## src/rtl/memory_pipe_arbiter_n_if.sv

```systemverilog
// Bus bundle for memory_pipe_arbiter_n: core-side request/response
// channels and the single memory request/response port.
interface memory_pipe_arbiter_n_if #(
    parameter int P_CH = 4
);
    logic [P_CH-1:0]    iCH_REQ;
    logic [P_CH-1:0]    oCH_LOCK;
    logic [2*P_CH-1:0]  iCH_ORDER;
    logic [4*P_CH-1:0]  iCH_MASK;
    logic [P_CH-1:0]    iCH_RW;
    logic [32*P_CH-1:0] iCH_ADDR;
    logic [32*P_CH-1:0] iCH_DATA;
    logic [P_CH-1:0]    oCH_VALID;
    logic [P_CH-1:0]    iCH_BUSY;
    logic [64*P_CH-1:0] oCH_DATA;
    logic               oMEMORY_REQ;
    logic               iMEMORY_LOCK;
    logic [1:0]         oMEMORY_ORDER;
    logic [3:0]         oMEMORY_MASK;
    logic               oMEMORY_RW;
    logic [31:0]        oMEMORY_ADDR;
    logic [31:0]        oMEMORY_DATA;
    logic               iMEMORY_VALID;
    logic               oMEMORY_BUSY;
    logic [63:0]        iMEMORY_DATA;

    modport master (
        input  iCH_REQ, iCH_ORDER, iCH_MASK, iCH_RW, iCH_ADDR, iCH_DATA,
        input  iCH_BUSY, iMEMORY_LOCK, iMEMORY_VALID, iMEMORY_DATA,
        output oCH_LOCK, oCH_VALID, oCH_DATA, oMEMORY_REQ, oMEMORY_ORDER,
        output oMEMORY_MASK, oMEMORY_RW, oMEMORY_ADDR, oMEMORY_DATA,
        output oMEMORY_BUSY
    );

    modport slave (
        output iCH_REQ, iCH_ORDER, iCH_MASK, iCH_RW, iCH_ADDR, iCH_DATA,
        output iCH_BUSY, iMEMORY_LOCK, iMEMORY_VALID, iMEMORY_DATA,
        input  oCH_LOCK, oCH_VALID, oCH_DATA, oMEMORY_REQ, oMEMORY_ORDER,
        input  oMEMORY_MASK, oMEMORY_RW, oMEMORY_ADDR, oMEMORY_DATA,
        input  oMEMORY_BUSY
    );
endinterface

```

## src/rtl/memory_pipe_arbiter_n.sv

```systemverilog
// N-channel memory pipe arbiter with in-order response routing via a tag FIFO.
// Define MEMORY_PIPE_ARBITER_N_RR_EN for round-robin, else fixed priority.
module memory_pipe_arbiter_n #(
    parameter int P_CH            = 4,
    parameter int P_CH_N          = 2,
    parameter int P_QUEUE_DEPTH   = 16,
    parameter int P_QUEUE_DEPTH_N = 4
)(
    input logic iCLOCK,
    input logic inRESET,
    memory_pipe_arbiter_n_if.master bus
);
    logic [P_CH_N-1:0]          q_mem [P_QUEUE_DEPTH];
    logic [P_QUEUE_DEPTH_N-1:0] q_wp;
    logic [P_QUEUE_DEPTH_N-1:0] q_rp;
    logic [P_QUEUE_DEPTH_N:0]   q_cnt;
    logic                       q_full;
    logic                       q_empty;
    logic [P_CH_N-1:0]          head;
    logic                       pop;
    logic                       push;
    logic                       ack;
    logic                       common_lock;
    logic [P_CH-1:0]            eligible;
    logic [P_CH-1:0]            rot;
    logic [P_CH-1:0]            grant;
    logic                       gnt_valid;
    logic [P_CH_N-1:0]          gnt_idx;
    logic [P_CH_N-1:0]          gnt_off;
    logic [P_CH-1:0]            rsp_valid;
    logic [63:0]                rsp_data [P_CH];

    assign q_full      = q_cnt == (P_QUEUE_DEPTH_N+1)'(P_QUEUE_DEPTH);
    assign q_empty     = q_cnt == '0;
    assign head        = q_mem[q_rp];
    assign common_lock = q_full || bus.iMEMORY_LOCK;
    assign pop         = bus.iMEMORY_VALID && !q_empty && !bus.iCH_BUSY[head];
    assign push        = gnt_valid && !bus.iCH_RW[gnt_idx];
    assign ack         = gnt_valid && bus.iCH_RW[gnt_idx];

    // A channel whose read response pops this cycle cannot also take a write-ack
    always_comb begin
        eligible = '0;
        for (int c = 0; c < P_CH; c++)
            eligible[c] = bus.iCH_REQ[c] && !bus.iCH_BUSY[c]
                          && !(pop && head == P_CH_N'(c));
    end

`ifdef MEMORY_PIPE_ARBITER_N_RR_EN
    logic [P_CH_N-1:0] rr_ptr;
    logic [2*P_CH-1:0] rot_dbl;
    logic [P_CH_N:0]   rr_sum;

    assign rot_dbl = {eligible, eligible} >> rr_ptr;
    assign rot     = rot_dbl[P_CH-1:0];

    always_comb begin
        rr_sum = {1'b0, rr_ptr} + {1'b0, gnt_off};
        if (rr_sum >= (P_CH_N+1)'(P_CH))
            rr_sum = rr_sum - (P_CH_N+1)'(P_CH);
        gnt_idx = rr_sum[P_CH_N-1:0];
    end

    always_ff @(posedge iCLOCK) begin
        if (!inRESET)
            rr_ptr <= '0;
        else if (gnt_valid)
            rr_ptr <= (gnt_idx == P_CH_N'(P_CH-1)) ? '0 : gnt_idx + 1'b1;
    end
`else
    assign rot     = eligible;
    assign gnt_idx = gnt_off;
`endif

    always_comb begin
        gnt_off   = '0;
        gnt_valid = 1'b0;
        for (int k = P_CH-1; k >= 0; k--) begin
            if (rot[k]) begin
                gnt_off   = P_CH_N'(k);
                gnt_valid = 1'b1;
            end
        end
        if (common_lock)
            gnt_valid = 1'b0;
    end

    assign grant        = gnt_valid ? (P_CH'(1) << gnt_idx) : '0;
    assign bus.oCH_LOCK = ~grant;

    // Request register replays its contents while the memory side is locked
    always_ff @(posedge iCLOCK) begin
        if (!inRESET) begin
            bus.oMEMORY_REQ   <= 1'b0;
            bus.oMEMORY_ORDER <= '0;
            bus.oMEMORY_MASK  <= '0;
            bus.oMEMORY_RW    <= 1'b0;
            bus.oMEMORY_ADDR  <= '0;
            bus.oMEMORY_DATA  <= '0;
        end else if (!common_lock) begin
            bus.oMEMORY_REQ <= gnt_valid;
            if (gnt_valid) begin
                bus.oMEMORY_ORDER <= bus.iCH_ORDER[int'(gnt_idx)*2 +: 2];
                bus.oMEMORY_MASK  <= bus.iCH_MASK[int'(gnt_idx)*4 +: 4];
                bus.oMEMORY_RW    <= bus.iCH_RW[gnt_idx];
                bus.oMEMORY_ADDR  <= bus.iCH_ADDR[int'(gnt_idx)*32 +: 32];
                bus.oMEMORY_DATA  <= bus.iCH_DATA[int'(gnt_idx)*32 +: 32];
            end
        end
    end

    always_ff @(posedge iCLOCK) begin
        if (!inRESET) begin
            q_wp  <= '0;
            q_rp  <= '0;
            q_cnt <= '0;
        end else begin
            if (push)
                q_wp <= q_wp + 1'b1;
            if (pop)
                q_rp <= q_rp + 1'b1;
            unique case ({push, pop})
                2'b10:   q_cnt <= q_cnt + 1'b1;
                2'b01:   q_cnt <= q_cnt - 1'b1;
                default: q_cnt <= q_cnt;
            endcase
        end
    end

    always_ff @(posedge iCLOCK) begin
        if (inRESET && push)
            q_mem[q_wp] <= gnt_idx;
    end

    always_ff @(posedge iCLOCK) begin
        if (!inRESET) begin
            rsp_valid <= '0;
            for (int c = 0; c < P_CH; c++)
                rsp_data[c] <= '0;
        end else begin
            for (int c = 0; c < P_CH; c++) begin
                if (!bus.iCH_BUSY[c]) begin
                    if (pop && head == P_CH_N'(c)) begin
                        rsp_valid[c] <= 1'b1;
                        rsp_data[c]  <= bus.iMEMORY_DATA;
                    end else if (ack && gnt_idx == P_CH_N'(c)) begin
                        rsp_valid[c] <= 1'b1;
                        rsp_data[c]  <= '0;
                    end else begin
                        rsp_valid[c] <= 1'b0;
                    end
                end
            end
        end
    end

    assign bus.oCH_VALID    = rsp_valid & ~bus.iCH_BUSY;
    assign bus.oMEMORY_BUSY = !q_empty && bus.iCH_BUSY[head];

    for (genvar c = 0; c < P_CH; c++) begin : g_data
        assign bus.oCH_DATA[c*64 +: 64] = rsp_data[c];
    end
endmodule
```

## src/flat_wrapper.sv

```systemverilog
// flat-port wrapper written by rule: the top's interface ports become plain ports
module memory_pipe_arbiter_n_flat 
#(
    parameter int P_CH            = 4,
    parameter int P_CH_N          = 2,
    parameter int P_QUEUE_DEPTH   = 16,
    parameter int P_QUEUE_DEPTH_N = 4
)
  (iCLOCK, inRESET, bus_iCH_REQ, bus_iCH_ORDER, bus_iCH_MASK, bus_iCH_RW, bus_iCH_ADDR, bus_iCH_DATA, bus_iCH_BUSY, bus_iMEMORY_LOCK, bus_iMEMORY_VALID, bus_iMEMORY_DATA, bus_oCH_LOCK, bus_oCH_VALID, bus_oCH_DATA, bus_oMEMORY_REQ, bus_oMEMORY_ORDER, bus_oMEMORY_MASK, bus_oMEMORY_RW, bus_oMEMORY_ADDR, bus_oMEMORY_DATA, bus_oMEMORY_BUSY);
  memory_pipe_arbiter_n_if #(.P_CH(P_CH)) bus_i ();
  input logic iCLOCK;
  input logic inRESET;
  input wire logic [$bits(bus_i.iCH_REQ)-1:0] bus_iCH_REQ;
  input wire logic [$bits(bus_i.iCH_ORDER)-1:0] bus_iCH_ORDER;
  input wire logic [$bits(bus_i.iCH_MASK)-1:0] bus_iCH_MASK;
  input wire logic [$bits(bus_i.iCH_RW)-1:0] bus_iCH_RW;
  input wire logic [$bits(bus_i.iCH_ADDR)-1:0] bus_iCH_ADDR;
  input wire logic [$bits(bus_i.iCH_DATA)-1:0] bus_iCH_DATA;
  input wire logic [$bits(bus_i.iCH_BUSY)-1:0] bus_iCH_BUSY;
  input wire logic [$bits(bus_i.iMEMORY_LOCK)-1:0] bus_iMEMORY_LOCK;
  input wire logic [$bits(bus_i.iMEMORY_VALID)-1:0] bus_iMEMORY_VALID;
  input wire logic [$bits(bus_i.iMEMORY_DATA)-1:0] bus_iMEMORY_DATA;
  output wire logic [$bits(bus_i.oCH_LOCK)-1:0] bus_oCH_LOCK;
  output wire logic [$bits(bus_i.oCH_VALID)-1:0] bus_oCH_VALID;
  output wire logic [$bits(bus_i.oCH_DATA)-1:0] bus_oCH_DATA;
  output wire logic [$bits(bus_i.oMEMORY_REQ)-1:0] bus_oMEMORY_REQ;
  output wire logic [$bits(bus_i.oMEMORY_ORDER)-1:0] bus_oMEMORY_ORDER;
  output wire logic [$bits(bus_i.oMEMORY_MASK)-1:0] bus_oMEMORY_MASK;
  output wire logic [$bits(bus_i.oMEMORY_RW)-1:0] bus_oMEMORY_RW;
  output wire logic [$bits(bus_i.oMEMORY_ADDR)-1:0] bus_oMEMORY_ADDR;
  output wire logic [$bits(bus_i.oMEMORY_DATA)-1:0] bus_oMEMORY_DATA;
  output wire logic [$bits(bus_i.oMEMORY_BUSY)-1:0] bus_oMEMORY_BUSY;
  assign bus_i.iCH_REQ = bus_iCH_REQ;
  assign bus_i.iCH_ORDER = bus_iCH_ORDER;
  assign bus_i.iCH_MASK = bus_iCH_MASK;
  assign bus_i.iCH_RW = bus_iCH_RW;
  assign bus_i.iCH_ADDR = bus_iCH_ADDR;
  assign bus_i.iCH_DATA = bus_iCH_DATA;
  assign bus_i.iCH_BUSY = bus_iCH_BUSY;
  assign bus_i.iMEMORY_LOCK = bus_iMEMORY_LOCK;
  assign bus_i.iMEMORY_VALID = bus_iMEMORY_VALID;
  assign bus_i.iMEMORY_DATA = bus_iMEMORY_DATA;
  assign bus_oCH_LOCK = bus_i.oCH_LOCK;
  assign bus_oCH_VALID = bus_i.oCH_VALID;
  assign bus_oCH_DATA = bus_i.oCH_DATA;
  assign bus_oMEMORY_REQ = bus_i.oMEMORY_REQ;
  assign bus_oMEMORY_ORDER = bus_i.oMEMORY_ORDER;
  assign bus_oMEMORY_MASK = bus_i.oMEMORY_MASK;
  assign bus_oMEMORY_RW = bus_i.oMEMORY_RW;
  assign bus_oMEMORY_ADDR = bus_i.oMEMORY_ADDR;
  assign bus_oMEMORY_DATA = bus_i.oMEMORY_DATA;
  assign bus_oMEMORY_BUSY = bus_i.oMEMORY_BUSY;
  memory_pipe_arbiter_n #(.P_CH(P_CH), .P_CH_N(P_CH_N), .P_QUEUE_DEPTH(P_QUEUE_DEPTH), .P_QUEUE_DEPTH_N(P_QUEUE_DEPTH_N)) u_core (.iCLOCK(iCLOCK), .inRESET(inRESET), .bus(bus_i));
endmodule
```

## config.mk

```make
export PLATFORM = sky130hd
export DESIGN_NAME = memory_pipe_arbiter_n_flat
export DESIGN_NICKNAME = d
export VERILOG_FILES = /design/src/rtl/memory_pipe_arbiter_n_if.sv /design/src/rtl/memory_pipe_arbiter_n.sv /design/src/flat_wrapper.sv
export SDC_FILE = /design/constraint.sdc
export NUM_CORES = 1
export LEC_CHECK = 0
export BUFFER_PORTS_ARGS = -buffer_cell sky130_fd_sc_hd__buf_2
export CAP_MARGIN = 20
export CORE_AREA = 5 5 265 267
export CTS_CLUSTER_DIAMETER = 30
export DETAILED_ROUTE_END_ITERATION = 10
export DIE_AREA = 0 0 270 272
export SLEW_MARGIN = 20
export SYNTH_ARGS = -nofsm -noshare
export SYNTH_HDL_FRONTEND = slang
export SYNTH_SLANG_ARGS = --single-unit
```

## constraint.sdc

```tcl
create_clock -name iCLOCK -period 9.6 [get_ports iCLOCK]
set_input_delay 1.92 -clock iCLOCK [delete_from_list [all_inputs] [get_ports iCLOCK]]
set_output_delay 1.92 -clock iCLOCK [all_outputs]
set_load 0.01 [all_outputs]
```

# After elaboration in Yosys (flattened, before gate mapping)
# Memory sizes are Yosys's and may differ from the RTL's. A register that Yosys moved wholly into a read port is not among the register bits.
# Cells that the tools add are included.
# word_totals
reg_bits	89
ramBits	288
n_memories	2
# op_classes
addsub	4
order_cmp	2
eq_ne	9
n_shift	5
mux	68
bitwise	12
reduce_logical	39
# mem_list
memory	words	word_bits	rd	rd_ports_with_merged_regs	wr	line	source
u_core.rsp_data	4	64	4	0	4	memory_pipe_arbiter_n.sv:31	logic [63:0] rsp_data [P_CH];
u_core.q_mem	16	2	1	1	1	memory_pipe_arbiter_n.sv:13	logic [P_CH_N-1:0] q_mem [P_QUEUE_DEPTH];
# op_table
operator	n
64-bit 2-to-1 mux	8
128-bit by 8-bit variable part select with 32-bit output	2
1-bit 2-to-1 mux	50
1-bit logical AND	22
16-bit by 5-bit variable part select with 4-bit output	1
4-bit 2-to-1 mux	3
1-bit zero test	11
2-bit == test (second input constant)	5
5-bit case mux with 2 select lines	1
4-bit by 1-bit adder with 4-bit output (second input constant)	2
2-bit 2-to-1 mux	4
4-bit inverter	2
1-bit OR	8
8-bit by 4-bit variable part select with 2-bit output	1
2-bit by 1-bit == test with 1-bit output (second input constant)	3
2-bit by 3-bit less-than comparator with 1-bit output (second input constant)	2
5-bit by 1-bit adder with 5-bit output (second input constant)	1
5-bit == test (second input constant)	1
5-bit zero test	1
5-bit by 1-bit subtractor with 5-bit output (second input constant)	1
4-bit AND	1
1-bit binary-select mux with 2-bit select	2
2-bit zero test	2
1-bit by 2-bit << shifter with 4-bit output (first input constant)	1
4 further kinds	4

# Longest topological paths before layout
# Gate-level depths: netlist of run 1.
# logic_depth
ltp_word	21
mapped_depth	21
ltp_nobuf	17

# Worst setup path before layout of run 1
# OpenSTA, ideal clock, no wires.
# synth_path
kind	input to register
start	in bus_iMEMORY_VALID
end	mem u_core.rsp_data[2][0] (enable)
setup_time_ns	0.514
arrival_ns	6.414
setup_slack_ns	2.672
stages	8
path_buffers	1
cell_sequence	o211ai_2 -> o2bb2ai_4 -> nand2_1 -> o22a_2 -> nor2_4 -> buf_2 -> inv_1 -> o221ai_1
# synth_rtl
item	line	source
start: declaration	flat_wrapper.sv:21	input wire logic [$bits(bus_i.iMEMORY_VALID)-1:0] bus_iMEMORY_VALID;
end: declaration	memory_pipe_arbiter_n.sv:31	

==> results.md, run 1 <==
- H-tree depth: 3
- Antenna fix cells: 0
- Number of synthesis warnings: 0
- Yosys reg bits: 381
- Register Area: 10500 µm²
- Most common cell in the netlist: edfxtp_1
- Vias in the first global route: 13728
- Syn Nets: 1611
- GRT Total Usage: 15.8%
- Clock Path Buffers: 3
- Pre-Repair DR Iteration Count: 5
- DP Worst Slack: 3.68 ns
- Leak: 9.85 nW
- Placed insts: 2742
- RSZ-0062 raised after global routing: no
- FILL cells: 6766
- Endpoints failing setup: 0
- Final Hold Vio Count: 0
- Clock latency on the worst-skew pair: 0.62 ns
- CP Launch Type: register
- Die area: 73400 µm²
- DP Wirelength: 46300 µm
- Synth top area cells: edfxtp_1, dfxtp_1, and2_1
- CP Capture Type: primary output
- Initial Util: 23.7%
- Mapped Cells: 1243
- First-pass GRT wire length: 89000 µm
- Netlist cell types: 58
- HP Class: reg -> reg
- Max Slew Vio Count: 0
- Max IR drop VDD: 95.1 µV
- Clock Skew: 0.0509 ns
- Largest net degree at the start of global routing: 99
- Critical path class: reg -> out
- Post-synth EDFFs: 288
- Setup slack after layout: 3.49 ns
- Core ar.: 67900 µm²
- CTS Buf Count: 84
- DRC: 0
- # rows: 96
- CP Data Required Time: 7.68 ns
- F_max: 0.164 GHz
- Iter 0 DRT Violations: 935
- Placed Area: 20400 µm²
- Via/cell ratio: 4.59
- Post-Route WL: 61500 µm
- Via count: 13288
- Layout cells sized above 1: 43.8%
- Area grow syn2layout: 44.4%
- Mapped Area: 16100 µm²
- Asr flop ratio synth: 0%
- Status: finished, final reports clean
- Critical Path Max Stage Delay: 0.88 ns
- CTS clk-pin slew, worst paths: 0.04 ns
- Biggest area consumer among synthesized cells: edfxtp_1
- # clock sinks: 381
- Gp weighted congestion: 0.993
- Wire per inst: 21.3 µm
- Pwr/cell area: 227 nW/µm²
- Largest fanout on the critical path: 72
- Port Buffers: 696
- Tightest Pin Transition: 1.04 ns
- Root Buffer: clkbuf_16
- Data arrival, critical path: 4.19 ns
- Family with the most delay on the worst path: multiplexers
- Post-synth top flop: edfxtp_1
- Hold_ws: 0.486 ns
- Final std cells w/o fill: 2894
- Sequential-to-total area share from yosys stat: 65.5%
- Mapped Avg Cell Area: 12.9 µm²
- Crit path cell chain: mux2_2, mux4_2, o2bb2ai_4, nand2_1, o22a_2, nor2_4, buf_4, nand2_1, buf_2
- DIE HEIGHT: 272 µm
- Initial antenna violation count: 9
- Post-CTS resize count: 0
- Grt total ovfl: 0
- Buffers plus inverters on the worst setup path: 2
- Max_cap viols: 0
- Tmin final: 6.11 ns
- Max stage delay cell, worst path: dfxtp_1
- Post-synth top area share: 53.9%
- Design area: 23200 µm²
- Hold-fix buffers, CTS: 0
- Final net count: 2314
- Setup TNS: 0 ns
- Post-synth top cells: edfxtp_1, and2_1, a22oi_1
- Area of the multi-input gates: 5120 µm²
- Tcrit/Tclk final: 63.6%
- Setup Buffers After CTS: 0
- Die extent in x: 270 µm
- CP dominant cell by count: nand2_1
- ANT nets after route: 0
- # IOs: 697
- Max-slew headroom: 30.4%
- CTS tree: yes
[kinds of logic (layout without fill, tap and decap cells)]
logic type	Yosys count	after routing	synth area share, %
fa+ha+maj	8	8	0.624
compound gates	344	344	14.6
xor+xnor	7	7	0.382
mux	32	32	2.26
buf+inv	108	877	3.03
simple gates	363	363	13.7
flops	381	381	65.5
[stage by stage]
| stage | util, % | power, mW |
|---|---|---|
| 2_1_floorplan | - | 2.23 |
| 3_3_place_gp | 30.0 | 2.52 |
| 3_5_place_dp | 30.0 | 2.54 |
| 4_1_cts | 34.1 | 5.33 |
| 5_1_grt | 34.2 | 5.47 |
| 6_report | 34.2 | 5.26 |
[per-layer routing]
| layer | global-route usage (%) | routed length [µm] | share of wire [%] | vias to the layer above |
|---|---|---|---|---|
| li1 | - | - | - | 6116 |
| met1 | 18.2 | 23300 | 38 | 6306 |
| met2 | 28.1 | 30900 | 50 | 729 |
| met3 | 4.60 | 5220 | 8.5 | 129 |
| met4 | 5.85 | 2010 | 3.3 | 8 |
| met5 | 0 | 68 | 0.11 | - |
[sequential cells by signal, indices dropped and copies added, names as in the netlist, named ones only]
name and cells:
u_core.q_rp 4, u_core.rsp_valid 4, u_core.bus.oMEMORY_ADDR 32, u_core.bus.oMEMORY_REQ 1, u_core.bus.oMEMORY_RW 1, u_core.bus.oMEMORY_MASK 4
u_core.rsp_data 256, u_core.q_mem 32, u_core.bus.oMEMORY_ORDER 2, u_core.bus.oMEMORY_DATA 32, u_core.q_cnt 5, u_core.q_wp 4
[path summary, 6_finish.rpt]
path | startpoint | endpoint | slack (ns) | cells past startpoint
max | register | bus_oCH_LOCK[2] | 3.49 | 9
min reg2reg | u_core.rsp_valid[1] | u_core.rsp_valid[1] | 0.49 | 2
min | u_core.rsp_valid[1] | u_core.rsp_valid[1] | 0.49 | 2
max reg2reg | register | u_core.q_cnt[4] | 4.33 | 17
[cell type report]
type | instances | area share, %
flip-flops and latches | 381 | 45.3
multi-input cells | 754 | 22.1
repair buffers | 712 | 15.5
clock buffers | 92 | 9.38
well taps | 882 | 4.76
clock inverters | 60 | 2.67
inverters | 13 | 0.211
[report_power, final]
group / internal (mW) / switching (mW) / total [mW] / leakage [nW]
logic: 0.203 / 0.359 / 0.562 / 4.79
registers: 1.89 / 0.0485 / 1.94 / 3.71
clock network: 1.81 / 0.955 / 2.76 / 1.35
[layout by cell type (no fill, tap or decap), types with 4 or more instances in the layout]
cell        synthesis  layout
and2_1            258     258
a31oi_1            72      72
clkinv_2            0      18
clkinv_16           0       4
mux2i_1            25      25
clkinvlp_4          0       9
nor2_1             17      17
nand3_1             4       4
clkbuf_1           62       6
clkbuf_16           0      86
ha_1                8       8
xnor2_1             4       4
a22oi_1           141     141
o21ai_0            77      77
bufinv_16           0       6
buf_4               0      16
dfxtp_1            93      93
nor3_1             12      10
buf_2              28     696
a21oi_1            12      11
nand2_1            30      30
nor4_1             10      10
inv_1              12      12
nor2b_1            15      15
clkinv_1            1      11
mux2_2              4       4
o22ai_1             4       4
clkinv_4            0       9
edfxtp_1          288     288
[worst min-delay path, stage by stage (launching register included)]
cell	delay (ns)
dfxtp_1	0.32
a31oi_1	0.07
o31ai_1	0.06
Power figures use the tool's default switching activity.
==> run 2: changes to the inputs <==
- CORE_AREA: 5 5 265 267 -> 5 5 267 269
- DIE_AREA: 0 0 270 272 -> 0 0 272 274
- clock period: 9.6 -> 6.3 ns (I/O delays scaled with it)
==> results.md, run 2 (synthesis results as in run 1) <==
- Max Slew Vio Count: 0
- Largest register FFs: 256
- Max_cap viols: 0
- DIE HEIGHT: 274 µm
- Final Hold Vio Count: 0
- Data arrival, critical path: 4.01 ns
- Final std cells w/o fill: 2904
- Wire per inst: 21.8 µm
- Met3 Wirelength: 5550 µm
- Met2 wire length: 32500 µm
- Vias in the first global route: 13610
- Port Buffers: 696
- Post-CTS resize count: 0
- Tightest Pin Transition: 0.987 ns
- Setup TNS: 0 ns
- Max-slew headroom: 34.2%
- HP Class: reg -> reg
- DP Wirelength: 48100 µm
- Die extent in x: 272 µm
- CTS Buf Count: 87
- Hold_ws: 0.491 ns
- Leak: 9.96 nW
- CP Data Required Time: 5.04 ns
- Via/cell ratio: 4.63
- FILL cells: 6797
- Largest fanout on the critical path: 35
- CTS tree: yes
- Max stage delay cell, worst path: dfxtp_1
- Top Layer Used: met5
- Root Buffer: clkbuf_16
- Clock Skew: 0.0525 ns
- CP Capture Type: primary output
- Core ar.: 68300 µm²
- Critical path class: reg -> out
- Critical Path Max Stage Delay: 0.88 ns
- Clock Path Buffers: 3
- F_max: 0.190 GHz
- Most flop-heavy register: u_core.rsp_data
- Status: finished, final reports clean
- Endpoints failing setup: 0
- CP Launch Type: register
- DRC: 0
- GRT Total Usage: 16.0%
- Family with the most delay on the worst path: compound AO/OA/AOI/OAI gates
- Wl on met1: 23400 µm
- Setup Buffers After CTS: 0
- Clock latency on the worst-skew pair: 0.62 ns
- Most frequent cells in the layout: buf_2, edfxtp_1, and2_1, a22oi_1, dfxtp_1
- Hold-fix buffers, CTS: 0
- # rows: 96
- Crit path cell chain: mux2i_1, a221oi_1, a22oi_1, a21boi_4, o22ai_1, a21oi_4, nand2_1, buf_2
- Iter 0 DRT Violations: 984
- Pre-Repair DR Iteration Count: 5
- Initial antenna violation count: 15
- Final net count: 2317
- Post-Route WL: 63500 µm
- Grt total ovfl: 0
- RSZ-0062 raised after global routing: no
- H-tree depth: 3
- Gp weighted congestion: 0.960
- Placed insts: 2742
- Tcrit/Tclk final: 83.6%
- Buffers plus inverters on the worst setup path: 1
- ANT nets after route: 0
- Largest net degree at the start of global routing: 112
- Design area: 23400 µm²
- Die area: 74500 µm²
- First-pass GRT wire length: 90100 µm
- Tmin final: 5.27 ns
- # clock sinks: 381
- Area grow syn2layout: 46.0%
- Layout cells sized above 1: 44.0%
- Initial Util: 23.5%
- Placed Area: 20400 µm²
- Via count: 13458
- Most common cell after layout, fill and taps aside: buf_2
- Max IR drop VDD: 164 µV
- # IOs: 697
- CTS clk-pin slew, worst paths: 0.05 ns
- Pwr/cell area: 357 nW/µm²
-- run 2: cell type report --
| class | instances | area [µm²] | share of cell area (%) |
|---|---|---|---|
| Clock buffer | 104 | 2340 | 10.0 |
| Clock inverter | 56 | 663 | 2.83 |
| Antenna cell | 2 | 5.00 | 0.0214 |
| Sequential cell | 381 | 10500 | 44.8 |
| Inverter | 13 | 48.8 | 0.208 |
| Timing Repair Buffer | 712 | 3640 | 15.5 |
| Multi-Input combinational cell | 754 | 5120 | 21.8 |
| Tap cell | 882 | 1100 | 4.71 |
-- run 2: final timing paths --
| kind | start | to | slack [ns] | cells past startpoint |
|---|---|---|---|---|
| worst max-delay path | register | bus_oCH_LOCK[3] | 1.03 | 8 |
| worst min-delay path | u_core.rsp_valid[2] | u_core.rsp_valid[2] | 0.49 | 2 |
| worst max register to register | register | u_core.q_cnt[4] | 1.10 | 17 |
| worst min register to register | u_core.rsp_valid[2] | u_core.rsp_valid[2] | 0.49 | 2 |
-- run 2: report_power, final --
group | internal (mW) | switching [mW]
Clock | 2.99 | 1.55
Sequential | 2.88 | 0.0794
Combinational | 0.313 | 0.547
-- run 2: worst min-delay path: cells and delay by family (launching register included) --
family	cells	cell delay (ns)
AOI/OAI and AO/OA	2	0.15
DFF	1	0.32
-- run 2: per-stage QoR --
step	worst slack [ns]	power, mW	util, %
after floorplan	0.0324	3.40	-
after global placement	1.28	3.86	29.9
after detailed placement	1.18	3.87	29.9
after CTS	0.997	8.47	34.3
after global routing	0.665	8.65	34.3
final	1.03	8.36	34.3
-- run 2: routing by layer --
layer / up-vias / track usage, %
met2: 714 / 28.7
met1: 6450 / 17.9
met4: 16 / 5.85
met3: 136 / 4.80
met5: - / 0
li1: 6142 / -
==> run 3: changes to the inputs <==
- clock period: 6.3 -> 5.45 ns (I/O delays scaled with it)
==> results.md, run 3 (synthesis results as in run 1) <==
- CTS clk-pin slew, worst paths: 0.05 ns
- ANT nets after route: 0
- Clock Path Buffers: 3
- DIE HEIGHT: 274 µm
- Clock Skew: 0.0332 ns
- Port Buffers: 696
- GRT Total Usage: 16.2%
- Pwr/cell area: 398 nW/µm²
- Sw Ratio: 25.7%
- Status: finished, final reports clean
- Post-CTS resize count: 0
- # IOs: 697
- Most frequent cells in the layout: buf_2, edfxtp_1, and2_1, a22oi_1, dfxtp_1
- Die area: 74500 µm²
- CTS tree: yes
- Core ar.: 68300 µm²
- First-pass GRT wire length: 90500 µm
- Fin util: 34.2%
- Die extent in x: 272 µm
- F_max: 0.199 GHz
- CP Data Required Time: 5.97 ns
- Largest net degree at the start of global routing: 139
- Leak: 9.95 nW
- Layout cells sized above 1: 44.3%
- Wire per inst: 22.0 µm
- Max-slew headroom: 37.6%
- # clock sinks: 381
- Max IR drop VDD: 235 µV
- Max_cap viols: 0
- P_sw: 2.39 mW
- CP Launch Type: register
- Comb power frac: 11.0%
- Via count: 13374
- Final std cells w/o fill: 2913
- HP Class: reg -> reg
- Via/cell ratio: 4.59
- Largest register FFs: 256
- Critical path class: reg -> reg
- DRC: 0
- Tightest Pin Transition: 0.932 ns
- Root Buffer: clkbuf_16
- Final net count: 2327
- Clk network pwr share: 52.3%
- CTS Buf Count: 82
- Initial antenna violation count: 7
- Hold-fix buffers, CTS: 0
- Max Slew Vio Count: 0
- Seq pwr share: 36.7%
- Setup Buffers After CTS: 0
- Area grow syn2layout: 45.7%
- Pre-Repair DR Iteration Count: 5
- Most common cell after layout, fill and taps aside: buf_2
- Grt total ovfl: 0
- RSZ-0062 raised after global routing: no
- Clock latency on the worst-skew pair: 0.61 ns
- Vias in the first global route: 13805
- Data arrival, critical path: 5.55 ns
- Most flop-heavy register: u_core.rsp_data
- H-tree depth: 3
- # rows: 96
- Post-Route WL: 64100 µm
- Setup TNS: 0 ns
- Iter 0 DRT Violations: 837
- Gp weighted congestion: 1.01
- Final Hold Vio Count: 0
- Tcrit/Tclk final: 92.3%
- DP Wirelength: 49300 µm
- Initial Util: 23.5%
- Placed insts: 2757
- Internal: 6.93 mW
- CP Capture Type: register
- Largest fanout on the critical path: 21
- Tmin final: 5.03 ns
- Endpoints failing setup: 0
## run 3: changes by cell type in the layout (fill, tap and decap cells not counted), moves of 2 or more
cell,before,now
buf_12,3,6
buf_4,13,25
clkbuf_16,90,83
clkbuf_8,4,2
clkinv_1,8,11
clkinv_2,6,13
clkinv_8,1,4
diode_2,2,4
inv_6,16,8
inv_8,3,0
mux2_2,4,1
mux2_4,0,3
## run 3: final timing paths
kind | from | slack, ns | end | cells past startpoint
worst max-delay path | register | 0.42 | u_core.q_cnt[4] | 17
worst max register to register | register | 0.42 | u_core.q_cnt[4] | 17
worst min-delay path | u_core.rsp_valid[2] | 0.48 | u_core.rsp_valid[2] | 2
worst min register to register | u_core.rsp_valid[2] | 0.48 | u_core.rsp_valid[2] | 2
## run 3: metrics by stage
step / hold slack [ns] / total power [mW] / worst slack, ns / cell area, µm²
finish: 0.479 / 9.31 / 0.418 / 23400
global route: 0.514 / 9.67 / 0.0376 / 23400
CTS: 0.481 / 9.44 / 0.555 / 23400
detailed placement: 0.468 / 4.51 / 0.551 / 20600
global placement: 0.462 / 4.49 / 0.710 / 20600
floorplan: 0.446 / 3.93 / -0.492 / 16100
## run 3: power groups by stage
stage | Combinational (mW) | Clock [mW] | Sequential [mW]
floorplan | 0.391 | 0 | 3.54
global placement | 1.03 | 0 | 3.46
CTS | 1.04 | 4.98 | 3.42
global route | 1.11 | 5.13 | 3.43
finish | 1.02 | 4.87 | 3.42
detailed placement | 1.04 | 0 | 3.47
## run 3: metal layers
| metal | up-vias | track usage (%) | share of wire [%] |
|---|---|---|---|
| li1 | 6150 | - | - |
| met1 | 6366 | 17.8 | 36 |
| met2 | 741 | 29.5 | 52 |
| met3 | 115 | 3.87 | 7.9 |
| met4 | 2 | 7.40 | 3.9 |
| met5 | - | 0 | 0.011 |
## run 3: cell type report
cell class | instances | area (µm²)
Clock buffer | 95 | 2140
Sequential cell | 381 | 10500
Inverter | 13 | 48.8
Timing Repair Buffer | 727 | 3790
Tap cell | 882 | 1100
Clock inverter | 57 | 633
Antenna cell | 4 | 10.0
Multi-Input combinational cell | 754 | 5150
Fill cell | 6773 | 45000
## run 3: worst max-delay path, stage by stage (launching register included)
cell	delay [ns]
dfxtp_2	0.65
mux2i_1	0.17
a221oi_1	0.48
a22oi_1	0.37
o211ai_1	0.56
o22ai_1	0.15
o21ai_1	0.24
or2_4	0.36
ha_1	0.41
xor2_1	0.14
ha_1	0.22
a21oi_1	0.30
nor2b_1	0.08
o21ai_0	0.17
a21oi_1	0.08
a311oi_1	0.27
o21ai_0	0.14
a21oi_1	0.14
